**config.mk**
```make
export PLATFORM = sky130hd
export DESIGN_NAME = multicycle_controller
export DESIGN_NICKNAME = d
export VERILOG_FILES = /design/src/rtl/multicycle_controller_pkg.sv /design/src/rtl/multicycle_controller_watchdog.sv /design/src/rtl/multicycle_controller.sv
export SDC_FILE = /design/constraint.sdc
export NUM_CORES = 1
export LEC_CHECK = 0
export BUFFER_PORTS_ARGS = -buffer_cell sky130_fd_sc_hd__buf_2
export CAP_MARGIN = 20
export CORE_UTILIZATION = 45
export CTS_BUF_LIST = sky130_fd_sc_hd__clkbuf_8 sky130_fd_sc_hd__clkbuf_16
export DETAILED_ROUTE_END_ITERATION = 16
export PLACE_DENSITY_LB_ADDON = 0.3
export SYNTH_ARGS = -nofsm -noshare
export SYNTH_HDL_FRONTEND = slang
export SYNTH_SLANG_ARGS = --single-unit
```
**constraint.sdc**
```tcl
create_clock -name clk -period 2.3 [get_ports clk]
set_input_delay 0.46 -clock clk [delete_from_list [all_inputs] [get_ports clk]]
set_output_delay 0.46 -clock clk [all_outputs]
set_load 0.1 [all_outputs]
```
**src/rtl/multicycle_controller_pkg.sv**
```systemverilog
// Shared definitions for the multicycle core controller: state encoding,
// pc_src / wb_sel selector values and op_flags bit positions.
package multicycle_controller_pkg;

  typedef enum logic [2:0] {
    S_FETCH     = 3'd0,
    S_DECODE    = 3'd1,
    S_EXECUTE   = 3'd2,
    S_MEM       = 3'd3,
    S_WRITEBACK = 3'd4,
    S_HALT      = 3'd5,
    S_TRAP      = 3'd6
  } state_t;

  localparam logic [1:0] PC_SRC_PC4 = 2'd0;
  localparam logic [1:0] PC_SRC_IMM = 2'd1;
  localparam logic [1:0] PC_SRC_ALU = 2'd2;

  localparam logic [1:0] WB_ALU  = 2'd0;
  localparam logic [1:0] WB_LOAD = 2'd1;
  localparam logic [1:0] WB_PC4  = 2'd2;
  localparam logic [1:0] WB_UIMM = 2'd3;

  localparam logic [1:0] MEM_SIZE_WORD = 2'b10;
  localparam int         WD_WIDTH      = 10;

  localparam int OP_ALU_REG = 0;
  localparam int OP_ALU_IMM = 1;
  localparam int OP_BRANCH  = 2;
  localparam int OP_JALR    = 3;
  localparam int OP_JAL     = 4;
  localparam int OP_AUIPC   = 5;
  localparam int OP_LUI     = 6;
  localparam int OP_LOAD    = 7;
  localparam int OP_STORE   = 8;
  localparam int OP_SYSTEM  = 9;

  function automatic logic is_onehot(input logic [9:0] v);
    return (v != '0) && ((v & (v - 10'd1)) == '0);
  endfunction

endpackage

```
**src/rtl/multicycle_controller_watchdog.sv**
```systemverilog
// Memory-wait watchdog: counts no-ready request cycles since the last entry
// into FETCH/MEM; expired flags that the next unacknowledged cycle is the last.
module mem_watchdog
  import multicycle_controller_pkg::*;
#(
  parameter int LIMIT = 255
) (
  input  logic clk,
  input  logic reset,
  input  logic clear,
  input  logic count,
  output logic expired
);

  localparam logic [WD_WIDTH-1:0] LAST = WD_WIDTH'(LIMIT - 1);

  logic [WD_WIDTH-1:0] cnt_q;

  // Saturates at LAST so a request left waiting cannot wrap the counter.
  always_ff @(posedge clk) begin
    if (reset || clear) begin
      cnt_q <= '0;
    end else if (count && !expired) begin
      cnt_q <= cnt_q + 1'b1;
    end
  end

  assign expired = (cnt_q == LAST);

endmodule

```
**src/rtl/multicycle_controller.sv**
```systemverilog
// Multicycle core sequencer: drives memory, IR, PC and register-file
// controls from the current state and the decoded instruction.
//
// state     | meaning
// FETCH     | instruction read at PC, IR loads on mem_ready
// DECODE    | legality check, halt on System
// EXECUTE   | ALU operand select, branch resolution
// MEM       | data load/store at ALU address
// WRITEBACK | register write and PC update
// HALT      | absorbing, halted=1
// TRAP      | absorbing, illegal or bus_error set
module multicycle_controller
  import multicycle_controller_pkg::*;
#(
  parameter int MEM_TIMEOUT_CYCLES = 255,
  parameter int HALT_ON_SYSTEM     = 1
) (
  input  logic       clk,
  input  logic       reset,
  input  logic [9:0] op_flags,
  input  logic [2:0] funct3,
  input  logic       branch_taken,
  input  logic       mem_ready,
  output logic       mem_req,
  output logic       mem_we,
  output logic       mem_addr_sel,
  output logic [1:0] mem_size,
  output logic       ir_we,
  output logic       pc_we,
  output logic [1:0] pc_src,
  output logic       alu_src_a,
  output logic       alu_src_b,
  output logic       rf_we,
  output logic [1:0] wb_sel,
  output logic       halted,
  output logic       illegal,
  output logic       bus_error,
  output logic [2:0] state
);

  state_t state_q, state_d;
  logic   set_illegal, set_bus_error;
  logic   wd_clear, wd_count, wd_expired, timeout;
  logic   decode_illegal;

  logic is_alu_reg, is_alu_imm, is_branch, is_jalr, is_jal;
  logic is_auipc, is_lui, is_load, is_store, is_system;

  assign is_alu_reg = op_flags[OP_ALU_REG];
  assign is_alu_imm = op_flags[OP_ALU_IMM];
  assign is_branch  = op_flags[OP_BRANCH];
  assign is_jalr    = op_flags[OP_JALR];
  assign is_jal     = op_flags[OP_JAL];
  assign is_auipc   = op_flags[OP_AUIPC];
  assign is_lui     = op_flags[OP_LUI];
  assign is_load    = op_flags[OP_LOAD];
  assign is_store   = op_flags[OP_STORE];
  assign is_system  = op_flags[OP_SYSTEM];

  assign decode_illegal = !is_onehot(op_flags)
                        || (is_load && (funct3 == 3'd3 || funct3[2:1] == 2'b11))
                        || (is_store && funct3 >= 3'd3)
                        || (is_branch && funct3[2:1] == 2'b01)
                        || (is_jalr && funct3 != 3'd0);

  assign wd_count = (state_q == S_FETCH || state_q == S_MEM) && !mem_ready;
  assign wd_clear = (state_d != state_q) && (state_d == S_FETCH || state_d == S_MEM);
  assign timeout  = wd_expired && !mem_ready;

  mem_watchdog #(.LIMIT(MEM_TIMEOUT_CYCLES)) u_watchdog (
    .clk     (clk),
    .reset   (reset),
    .clear   (wd_clear),
    .count   (wd_count),
    .expired (wd_expired)
  );

  always_ff @(posedge clk) begin
    if (reset) begin
      state_q   <= S_FETCH;
      halted    <= 1'b0;
      illegal   <= 1'b0;
      bus_error <= 1'b0;
    end else begin
      state_q <= state_d;
      if (state_d == S_HALT) halted    <= 1'b1;
      if (set_illegal)       illegal   <= 1'b1;
      if (set_bus_error)     bus_error <= 1'b1;
    end
  end

  always_comb begin
    state_d       = state_q;
    set_illegal   = 1'b0;
    set_bus_error = 1'b0;
    mem_req       = 1'b0;
    mem_we        = 1'b0;
    mem_addr_sel  = 1'b0;
    mem_size      = 2'b00;
    ir_we         = 1'b0;
    pc_we         = 1'b0;
    pc_src        = PC_SRC_PC4;
    alu_src_a     = 1'b0;
    alu_src_b     = 1'b0;
    rf_we         = 1'b0;
    wb_sel        = WB_ALU;
    unique case (state_q)
      S_FETCH: begin
        mem_req  = 1'b1;
        mem_size = MEM_SIZE_WORD;
        if (mem_ready) begin
          ir_we   = 1'b1;
          state_d = S_DECODE;
        end else if (timeout) begin
          set_bus_error = 1'b1;
          state_d       = S_TRAP;
        end
      end
      S_DECODE: begin
        if (decode_illegal) begin
          set_illegal = 1'b1;
          state_d     = S_TRAP;
        end else if (is_system && HALT_ON_SYSTEM != 0) begin
          state_d = S_HALT;
        end else begin
          state_d = S_EXECUTE;
        end
      end
      S_EXECUTE: begin
        alu_src_a = is_auipc | is_jal;
        alu_src_b = is_alu_imm | is_load | is_store | is_jalr | is_auipc;
        if (is_branch) begin
          pc_we   = 1'b1;
          pc_src  = branch_taken ? PC_SRC_IMM : PC_SRC_PC4;
          state_d = S_FETCH;
        end else if (is_load || is_store) begin
          state_d = S_MEM;
        end else if (is_system) begin
          pc_we   = 1'b1;
          state_d = S_FETCH;
        end else begin
          state_d = S_WRITEBACK;
        end
      end
      S_MEM: begin
        mem_req      = 1'b1;
        mem_addr_sel = 1'b1;
        mem_we       = is_store;
        mem_size     = funct3[1:0];
        if (mem_ready) begin
          if (is_store) begin
            pc_we   = 1'b1;
            state_d = S_FETCH;
          end else begin
            state_d = S_WRITEBACK;
          end
        end else if (timeout) begin
          set_bus_error = 1'b1;
          state_d       = S_TRAP;
        end
      end
      S_WRITEBACK: begin
        rf_we   = 1'b1;
        pc_we   = 1'b1;
        state_d = S_FETCH;
        if (is_load) begin
          wb_sel = WB_LOAD;
        end else if (is_jal) begin
          wb_sel = WB_PC4;
          pc_src = PC_SRC_IMM;
        end else if (is_jalr) begin
          wb_sel = WB_PC4;
          pc_src = PC_SRC_ALU;
        end else if (is_lui) begin
          wb_sel = WB_UIMM;
        end
      end
      default: ;
    endcase
    // A cycle under reset must not commit anything, even mid-access.
    if (reset) begin
      mem_req      = 1'b0;
      mem_we       = 1'b0;
      mem_addr_sel = 1'b0;
      mem_size     = 2'b00;
      ir_we        = 1'b0;
      pc_we        = 1'b0;
      pc_src       = PC_SRC_PC4;
      alu_src_a    = 1'b0;
      alu_src_b    = 1'b0;
      rf_we        = 1'b0;
      wb_sel       = WB_ALU;
    end
  end

  assign state = state_q;

  logic unused_ok;
  assign unused_ok = is_alu_reg;

endmodule

```
==> impl_metrics.yaml <==
clocking:
  numCtsBuffers: 3
  cts_max_level: 1
  clk_latency_ns: 0.25
  path_clk_slew_ns: 0.06
  cts.sinks: 16
  tritoncts: "done"
  root_buffer: "clkbuf_8"
  clk_path_buf_depth: 2
power:
  leakage_nw: 0.7926
  clkPwrFrac_pct: 13.6
  p_int_mw: 0.7498
  peakVddDrop_mv: 0.8650
  combinationalPowerShare_pct: 63.1
  switchingPower_mw: 0.8266
  power.density_nw_per_um2: 801.4
  p_sw_share_pct: 52.44
  power_frac_seq_pct: 23.2
critical_path:
  start_kind: "primary input"
  crit_required_ns: 2.42
  crit_chain: "buf_2, or2_1, a211o_1, a311oi_2, buf_4, o2111ai_1, a21oi_1, o211a_4, a211oi_2"
  crit_buf_inv: 2
  critPathKind: "in2reg"
  endpoint_kind: "flip-flop"
  cp_data_arrival_time_ns: 2.39
  crit_slowest_cell: "a311oi_2"
  path_delay_family: "compound AO/OA/AOI/OAI gates"
  cpPeakStageDelay_ns: 0.34
  worstPathMaxFanout: 10
synth:
  yosysUniqueCellTypes: 48
  syn_nets: 176
  synthTopCellsByCount: "nor2_1 (18), dfxtp_1 (16), a211oi_1 (13), a21oi_1 (13)"
  synth_area_leader_cell: "dfxtp_1"
  synth_cells: 157
  ys_ff_latch: 16
  synth.avg_cell_area_um2: 7.930
  synth-async-reset-ratio_pct: 0
  ys_warn_count: 0
  ys_seq_area_share_pct: 25.73
  synth_top_area_share_pct: 25.73
  synthTopCellsByArea: "dfxtp_1 (26%), a211oi_1 (7.8%), xor2_1 (5.6%)"
  synth.most_common_cell: "nor2_1"
  synth_edf_count: 0
  synth_ff_type: "dfxtp_1"
  syn_area_um2: 1245
floorplanning:
  io_pins: 37
  core_um2: 2545
  fp.dieH_um: 54.60
  dieArea_um2: 2981
  start_util_pct: 48.92
  die_x_um: 54.60
  rows: 18
status:
  status: "complete, no violations"
finish:
  drive_gt1_share_pct: 49.05
  fillers: 157
  finish.utilization_pct: 77.29
  area_growth_pct: 57.99
  num_antenna_cells: 0
  fin_nets: 230
job:
  cap_violations: 0
sta:
  finalClockSkew_ns: 0.0009540
  timing.final.crit_share_pct: 98.64
  final_hold_viol_count: 0
  relSlewSlack_pct: 62.63
  setup_violations: 0
  slew_viol_final: 0
  fmax_mhz: 440.8
  finalSetupTns_ns: 0
  worst_slew_pin_slew_ns: 0.5605
  period_minus_slack_ns: 2.269
global_routing:
  grt-ovfl-total: 0
  grt_pass1_wl_um: 5478
  grt_max_degree: 19
  grt_pass1_vias: 1256
  grt_antenna_before_repair: 0
  grt_usage_pct: 25.30
route:
  viasPerCell: 6.029
  wl_um: 3627
  drtPass1Iterations: 4
  drt_iter0_drc: 29
  wl_per_cell_um: 15.11
  via_count: 1447
  ant_nets: 0
  drc: 0
placed_design:
  portBuffers: 36
  dp_hpwl_um: 2588
  place.gp.congestion: 0.7886
min_path:
  hp-class: "reg2reg"
what timing repair did:
item                                    in CTS  in global routing
setup buffers                                0                  2
hold buffers                                 0                  0
endpoints found under the setup margin       3                 15
pin swaps                                    1                 15
gates cloned                                 0                  1
resized for setup                            2                 24
power by group through the flow:
stage | combinational (mW) | sequential, mW | clock, mW
after floorplan | 0.537 | 0.461 | 0
after global placement | 0.785 | 0.365 | 0
after detailed placement | 0.803 | 0.367 | 0
after CTS | 0.812 | 0.361 | 0.215
after global routing | 1.04 | 0.374 | 0.227
final | 0.995 | 0.366 | 0.215
metrics by stage:
| step | area [µm²] | setup WS, ns | instances | hold WS [ns] | power [mW] |
|---|---|---|---|---|---|
| floorplan | 1375 | -0.6422 | 157 | 0.5277 | 0.9978 |
| global placement | 1774 | -0.1581 | 233 | 0.4526 | 1.150 |
| detailed placement | 1774 | -0.2930 | 233 | 0.4611 | 1.170 |
| CTS | 1827 | -0.002813 | 237 | 0.4734 | 1.388 |
| global route | 1967 | -0.02882 | 240 | 0.4845 | 1.636 |
| finish | 1967 | 0.03119 | 240 | 0.4574 | 1.576 |
kinds of logic after synthesis:
group / after synthesis / synth area share (%)
flops: 16 / 25.73
xor+xnor: 11 / 8.343
fa+ha+maj: 2 / 2.010
compound gates: 48 / 29.25
buf+inv: 15 / 6.432
simple gates: 65 / 28.24
cell usage in the layout, fill, tap and decap left out, drive strengths merged, types with 2 or more instances in the layout:
| cell type | netlist | layout |
|---|---|---|
| buf | 6 | 57 |
| nor2 | 18 | 18 |
| dfxtp | 16 | 16 |
| a21oi | 13 | 13 |
| a211oi | 13 | 13 |
| nor3 | 9 | 9 |
| nand2 | 9 | 9 |
| xor2 | 8 | 8 |
| inv | 6 | 6 |
| o21ai | 5 | 5 |
| nand3 | 4 | 4 |
| xnor2 | 3 | 4 |
| nor2b | 3 | 3 |
| clkbuf | 3 | 3 |
| nor4b | 3 | 3 |
| a211o | 3 | 3 |
| nand4b | 2 | 2 |
| and3 | 2 | 2 |
| or3 | 2 | 2 |
| nand3b | 2 | 2 |
| ha | 2 | 2 |
| and2 | 2 | 2 |
| a32o | 2 | 2 |
| or2 | 2 | 2 |
layout make-up:
type,instances,area (µm²),area share [%]
multi-input cells,127,1059,53.82
repair buffers,57,467.9,23.79
inverters,6,25.02,1.272
clock buffers,3,41.29,2.099
clock inverters,1,3.754,0.1908
flip-flops and latches,16,332.8,16.92
well taps,30,37.54,1.908
path summary, 6_finish.rpt:
kind	startpoint	endpoint	slack [ns]	cells past startpoint
setup / recovery	funct3[0]	u_watchdog.cnt_q[6]	0.03	9
hold / removal	halted	halted	0.46	2
setup reg to reg	u_watchdog.cnt_q[6]	halted	0.06	8
hold reg to reg	halted	halted	0.46	2
layer usage:
metal / part of all wire [%] / vias to the layer above / track usage, %
li1: - / 697 / -
met1: 47 / 697 / 35.32
met4: 0.30 / 0 / 3.419
met5: 0 / - / 0
met2: 47 / 51 / 39.76
met3: 5.1 / 2 / 6.111
flip-flops by register name, indices dropped and copies added (netlist names):
register,flops
bus_error,1
illegal,1
state,3
halted,1
u_watchdog.cnt_q,10
worst reg2reg max path: cells and delay by family (launching register included):
kind                   cells  cell delay [ns]
AOI/OAI and AO/OA          4             0.70
and+or+nand+nor            3             0.94
DFF                        1             0.38
buffers and inverters      1             0.16
(Power assumes the default switching activity.)
